==> src/rtl/spi_tx_sched.sv <==
// spi_tx_sched: drains the byte FIFO into the SPI transmit shifter.
// Bytes are grouped into chip-select-framed bursts of at most BURST_MAX
// bytes, and every burst is followed by an IDLE_GAP-cycle chip-select-high gap.
//
// Handshake: a byte moves to the shifter on every rising edge where
// o_tx_valid && i_tx_ready. While o_tx_valid is high and i_tx_ready is low,
// o_tx_data is held stable. o_tx_valid drops only after a handshake, or on reset.
module spi_tx_sched #(
    parameter int LGFLEN    = 2,
    parameter int BURST_MAX = 4,
    parameter int IDLE_GAP  = 2
) (
    input  logic                             i_clk,
    input  logic                             i_reset,
    input  logic                             i_enable,
    input  logic                             i_fifo_empty,
    input  logic [LGFLEN:0]                  i_fifo_used,
    input  logic [7:0]                       i_fifo_data,
    output logic                             o_fifo_rd,
    output logic                             o_tx_valid,
    output logic [7:0]                       o_tx_data,
    input  logic                             i_tx_ready,
    output logic                             o_cs_n,
    output logic                             o_busy,
    output logic [$clog2(BURST_MAX+1)-1:0]   o_burst_cnt
);

    localparam int CNT_W = $clog2(BURST_MAX + 1);
    localparam int GAP_W = (IDLE_GAP > 1) ? $clog2(IDLE_GAP) : 1;
    localparam logic [CNT_W-1:0] BURST_MAX_C = CNT_W'(BURST_MAX);
    localparam logic [GAP_W-1:0] GAP_LAST    = GAP_W'(IDLE_GAP - 1);

    typedef enum logic [1:0] {
        ST_IDLE  = 2'd0,
        ST_SETUP = 2'd1,
        ST_XFER  = 2'd2,
        ST_GAP   = 2'd3
    } state_t;

    state_t           state_q, state_d;
    logic             cs_n_q, cs_n_d;
    logic             tx_valid_q, tx_valid_d;
    logic [7:0]       tx_data_q, tx_data_d;
    logic [CNT_W-1:0] burst_cnt_q, burst_cnt_d;
    logic [GAP_W-1:0] gap_cnt_q, gap_cnt_d;

    logic slot_free;
    logic pop;

    // Occupancy is informational only; scheduling relies on the empty flag.
    logic fifo_used_unused;
    assign fifo_used_unused = ^i_fifo_used;

    // The output slot can take a new byte when it is empty or being handed off now.
    assign slot_free = !tx_valid_q || i_tx_ready;
    assign pop = (state_q == ST_XFER) && slot_free && !i_fifo_empty && i_enable
                 && (burst_cnt_q < BURST_MAX_C);

    // Next-state and datapath decisions for the burst sequencer.
    always_comb begin
        state_d     = state_q;
        tx_valid_d  = tx_valid_q;
        tx_data_d   = tx_data_q;
        burst_cnt_d = burst_cnt_q;
        gap_cnt_d   = gap_cnt_q;
        case (state_q)
            ST_IDLE: begin
                burst_cnt_d = '0;
                if (i_enable && !i_fifo_empty) begin
                    state_d = ST_SETUP;
                end
            end
            ST_SETUP: begin
                // Chip select is already low; gives the slave one cycle of setup.
                state_d = ST_XFER;
            end
            ST_XFER: begin
                if (pop) begin
                    tx_data_d   = i_fifo_data;
                    tx_valid_d  = 1'b1;
                    burst_cnt_d = burst_cnt_q + 1'b1;
                end else if (slot_free) begin
                    // Pending byte (if any) has completed and nothing follows it.
                    tx_valid_d  = 1'b0;
                    state_d     = ST_GAP;
                    burst_cnt_d = '0;
                    gap_cnt_d   = '0;
                end
            end
            ST_GAP: begin
                if (gap_cnt_q == GAP_LAST) begin
                    state_d = ST_IDLE;
                end else begin
                    gap_cnt_d = gap_cnt_q + 1'b1;
                end
            end
            default: begin
                state_d = ST_IDLE;
            end
        endcase
        // Chip select is registered and follows the state being entered.
        cs_n_d = !((state_d == ST_SETUP) || (state_d == ST_XFER));
    end

    // State and output registers; reset discards any byte held in the slot.
    always_ff @(posedge i_clk) begin
        if (i_reset) begin
            state_q     <= ST_IDLE;
            cs_n_q      <= 1'b1;
            tx_valid_q  <= 1'b0;
            tx_data_q   <= 8'h00;
            burst_cnt_q <= '0;
            gap_cnt_q   <= '0;
        end else begin
            state_q     <= state_d;
            cs_n_q      <= cs_n_d;
            tx_valid_q  <= tx_valid_d;
            tx_data_q   <= tx_data_d;
            burst_cnt_q <= burst_cnt_d;
            gap_cnt_q   <= gap_cnt_d;
        end
    end

    assign o_fifo_rd   = pop;
    assign o_tx_valid  = tx_valid_q;
    assign o_tx_data   = tx_data_q;
    assign o_cs_n      = cs_n_q;
    assign o_busy      = (state_q != ST_IDLE);
    assign o_burst_cnt = burst_cnt_q;

endmodule
==> config.mk <==
export PLATFORM = sky130hd
export DESIGN_NAME = spi_tx_sched
export DESIGN_NICKNAME = d
export VERILOG_FILES = /design/src/rtl/spi_tx_sched.sv
export SDC_FILE = /design/constraint.sdc
export NUM_CORES = 1
export LEC_CHECK = 0
export CELL_PAD_IN_SITES_DETAIL_PLACEMENT = 0
export CELL_PAD_IN_SITES_GLOBAL_PLACEMENT = 1
export CORE_MARGIN = 4
export CORE_UTILIZATION = 27
export DETAILED_ROUTE_END_ITERATION = 16
export HOLD_SLACK_MARGIN = 0.05
export PLACE_DENSITY = 0.74
export SLEW_MARGIN = 20
export SYNTH_ARGS = -nofsm -noshare
export SYNTH_HDL_FRONTEND = slang
export SYNTH_SLANG_ARGS = --single-unit
==> constraint.sdc <==
create_clock -name i_clk -period 1.3 [get_ports i_clk]
set_clock_uncertainty 0.1 [all_clocks]
set_input_delay 0.13 -clock i_clk [delete_from_list [all_inputs] [get_ports i_clk]]
set_output_delay 0.13 -clock i_clk [all_outputs]
set_load 0.03 [all_outputs]
Word level (Yosys, flattened, before mapping). Cells that the tools add are included.

Output and inout bits: 15. Word-level logic and storage cells: 49. Bits in registers: 16.

Add/subtract/negate cells: 2. Order comparisons: 1. Muxes and demuxes: 13. Equality and inequality tests: 8. Reductions and logical operators: 19.

Operators with widths (count): $mux 2 (4); $pmux 2 s4 (1); $reduce_bool 2->1 (4); $eq 2x2->1 const B (3); $mux 3 (2); $pmux 3 s2 (1); $reduce_and 2->1 (3); $logic_and 1x1->1 (5); $eq 2x1->1 const B (2); $mux 1 (4); $ne 2x2->1 const B (2); $add 3x1->3 const B (1); $logic_not 1->1 (3); $lt 3x3->1 const B (1); $ne 3x3->1 const B (1); $reduce_and 3->1 (1); $logic_not 2->1 (1); $logic_or 1x1->1 (2); $pmux 1 s2 (1); $add 1x1->1 const B (1).

Longest topological paths before layout.
Depth after elaboration: 11. Gate-level depth with buffers: 4.

Worst setup path before layout. No wires, ideal clock.

Path type: register -> register. Start point: register burst_cnt_q[2] (netlist: o_burst_cnt[2]). End point: register tx_data_q[0] (netlist: o_tx_data[0]). Cell stages (with the launch flop): 5. Data arrival time: 1.274 ns. Slack: -0.145 ns. Library setup time: 0.072 ns. Path through: dfxtp_1 -> nor3b_4 -> and3_4 -> buf_12 -> mux2i_1.

Cells in the longest elaborated chain, start to end: 3.

Ends and longest elaborated chain: start: declaration (RTL line 44) `logic [CNT_W-1:0] burst_cnt_q, burst_cnt_d;`; start signal: assignment (RTL line 119) `burst_cnt_q <= burst_cnt_d;`; $lt 3x3->1 (RTL line 57) `&& (burst_cnt_q < BURST_MAX_C);`; $logic_and 1x1->1 (RTL line 57); net o_fifo_rd (RTL line 19) `output logic o_fifo_rd,`; $reduce_and 2->1 (no line); end signal: assignment (RTL line 118) `tx_data_q <= tx_data_d;`; end: declaration (RTL line 43) `logic [7:0] tx_data_q, tx_data_d;`.

The timed path passes the listed nets, and every way through them passes these cells. A chain may end at the register's enable or synchronous reset.

Final worst setup path.
Start point: register burst_cnt_q[2] (netlist: o_burst_cnt[2]). End point: output o_fifo_rd.

Cells in the longest elaborated chain, start to end: 2.

Ends and longest elaborated chain (RTL line): $lt 3x3->1 (57); $logic_and 1x1->1 (57); end: declaration (19).

Every way passes these cells.

==> flow_metrics.tcl <==
set metrics [dict create \
    viasPerCell 4.76 \
    fp.dieH_um 61.0 \
    ir_drop_uv 578 \
    setup_viol 8 \
    num_vias 695 \
    ant_nets 0 \
    p_leak_nw 0.460 \
    worst_pin_slew_ns 0.308 \
    ys.warnings.count 0 \
    netlist_area_sq_um 759 \
    worstPathRequired_ns 1.07 \
    fin_area_sq_um 1170 \
    synth_flop_cell "dfxtp_1" \
    synth-simple-area-share 0.301 \
    ys_types 26 \
    fin_crit_ns 1.40 \
    ioPinCount 31 \
    grt_max_degree 25 \
    cp_max_fo 4 \
    core_area_sq_um 2570 \
    multiInputGateArea_sq_um 414 \
    synth_area_leaders "dfxtp_1 (42%), nand2b_1 (15%), mux2i_1 (11%), a21oi_1 (4.0%), o211ai_1 (3.0%)" \
    antenna_found_initial 0 \
    place_congestion 0.778 \
    syn_to_final_growth_pct 54.2 \
    synth_xor_area_frac 0 \
    synth_mux_area_frac 0.105 \
    swShare 0.255 \
    grt_first_pass_wirelength_um 2950 \
    synth_adder_area_share 0.0165 \
    p_per_area_nw_per_um2 855 \
    synth_top_area_frac 0.422 \
    grt-ovfl-total 0 \
    drt-wirelength-per-cell_um 12.5 \
    endpoint_kind "output port" \
    port_buffers 27 \
    yosysSeqAreaShare 0.422 \
    worstPathArrival_ns 1.17 \
    yosysTopAreaCell "dfxtp_1" \
    drt_iter0_markers 19 \
    start_kind "register" \
    fin_ws_ns -0.101 \
    syn-instance-count 77 \
    hold_violations 0 \
    clkSinkCount 16 \
    die_x_um 61.0 \
    synth-seq-cells 16 \
    first_pass_iters 4 \
    critPathKind "register to output port" \
    utilization 0.456 \
    synth_top_family_by_area "simple AND/OR/NAND/NOR gates" \
    drive_gt1_frac 0.250 \
    maxCapViolations 0 \
    violations "setup timing" \
    min_path_type "input port to register" \
    power.switching_mw 0.255 \
    cts_buffer_depth 2 \
    start_util 0.296 \
    dpl_cell_area_sq_um 1100 \
    synth_nets 94 \
    yosysMostFrequentCell "nand2b_1" \
    run_status "complete, but fails checks" \
    clkPwrFrac 0.263 \
    final_nets 134 \
    setup_tns_ns -0.270 \
    numCtsBuffers 3 \
    rows 18 \
    slew_headroom 0.795 \
    seq_area_sq_um 330 \
    seqPwrFrac 0.514 \
    synth_compound_area_frac 0.109 \
    fillCellCount 270 \
    p_int_mw 0.747 \
    clk_latency_ns 0.28 \
    hpwl_um 1390 \
    drt_wl_total_um 1820 \
    synth-edff-count 0 \
    grt_util_all_layers 0.106 \
    cts-root-buf "clkbuf_4" \
    synth_common_cells "nand2b_1 (18), dfxtp_1 (16), mux2i_1 (8)" \
    avgSynthCellArea_sq_um 9.86 \
    cts_max_level 1 \
    path_clk_slew_ns 0.09 \
    maxSlewViolCount 0 \
    grt_pass1_vias 669 \
    drc 0 \
    period_share 1.08 \
    dieArea_sq_um 3730 \
    whs_ns 0.323 \
    rsz0062_at_grt "true" \
    synthArstFlopShare 0 \
    p_comb_frac 0.223 \
    max_freq_ghz 0.714 \
    cts_tree "yes" \
    antenna_cells 0 \
]
-- power groups by stage --
stage	registers, mW	clock network [mW]	logic, mW
2_1_floorplan	0.541	0	0.0860
3_3_place_gp	0.524	0	0.198
3_5_place_dp	0.524	0	0.200
4_1_cts	0.515	0.282	0.217
5_1_grt	0.518	0.305	0.240
6_report	0.515	0.263	0.223
-- cells in the final DEF, fill, tap and decap left out, drive strengths merged --
| cell type | synthesis | layout |
|---|---|---|
| o211ai | 3 | 3 |
| inv | 2 | 2 |
| nand3 | 1 | 1 |
| nor2b | 2 | 2 |
| o31ai | 1 | 1 |
| nand2b | 18 | 18 |
| nand4b | 2 | 2 |
| and3 | 2 | 2 |
| dlygate4sd2 | 0 | 3 |
| clkdlybuf4s50 | 0 | 12 |
| clkdlybuf4s15 | 0 | 7 |
| a211o | 1 | 1 |
| a2bb2oi | 1 | 1 |
| clkbuf | 2 | 6 |
| and2b | 1 | 1 |
| or3 | 1 | 1 |
| nor2 | 1 | 1 |
| nor3 | 1 | 1 |
| nor3b | 1 | 1 |
| mux2i | 8 | 8 |
| nand2 | 2 | 2 |
| nand4 | 2 | 2 |
| buf | 1 | 14 |
| o21ai | 1 | 1 |
| dfxtp | 16 | 16 |
| a21oi | 6 | 6 |
| ha | 1 | 1 |
-- registers in the layout (all words and copies together) (netlist names) --
| name | cells |
|---|---|
| o_tx_data | 8 |
| o_cs_n | 1 |
| o_tx_valid | 1 |
| state_q | 2 |
| o_burst_cnt | 3 |
| gap_cnt_q | 1 |
-- what timing repair did --
item,in CTS,in global routing
gates resized for setup,18,14
setup buffers,3,1
pin swaps,2,2
cloned,0,0
setup endpoints to repair,14,22
hold buffers,0,0
-- kinds of logic after synthesis --
group / Yosys count
adder cells (fa/ha/maj): 1
flip-flops: 16
AND/OR/NAND/NOR: 34
AO/OA/AOI/OAI: 13
buffers and inverters: 5
multiplexers: 8
-- final cells by class --
| type | instances | share of cell area |
|---|---|---|
| Sequential cell | 16 | 0.282 |
| Clock buffer | 4 | 0.0224 |
| Multi-Input combinational cell | 56 | 0.354 |
| Timing Repair Buffer | 38 | 0.303 |
| Inverter | 2 | 0.00641 |
| Tap cell | 30 | 0.0321 |
-- metal layers --
metal | track usage | vias up | wire length (um) | part of all wire
met3 | 0.0377 | 4 | 217 | 0.12
li1 | - | 351 | - | -
met5 | 0 | - | 0 | 0
met1 | 0.150 | 310 | 849 | 0.47
met4 | 0.0464 | 0 | 27 | 0.015
met2 | 0.145 | 30 | 728 | 0.40
-- per-stage QoR --
step | cells | power (mW) | worst slack [ns]
final | 146 | 1.00 | -0.101
after global routing | 146 | 1.06 | -0.169
after CTS | 145 | 1.01 | -0.142
after detailed placement | 138 | 0.724 | -0.249
after global placement | 138 | 0.722 | -0.244
after floorplan | 77 | 0.627 | -0.0379
-- path summary, 6_finish.rpt --
kind / from / end / slack [ns] / depth (start not counted)
hold reg to reg: o_tx_data[1] / o_tx_data[1] / 0.38 / 2
setup reg to reg: o_burst_cnt[2] / o_tx_data[6] / -0.04 / 4
hold / removal: i_fifo_data[3] / o_tx_data[3] / 0.32 / 3
setup / recovery: o_burst_cnt[2] / o_fifo_rd / -0.10 / 3
-- worst max-delay path: stages, from the launching register on --
cell and delay [ns]:
dfxtp_4 0.37, nor3b_4 0.18, and3_4 0.22, buf_6 0.13
Note: power is estimated with default switching activity, not from simulation.
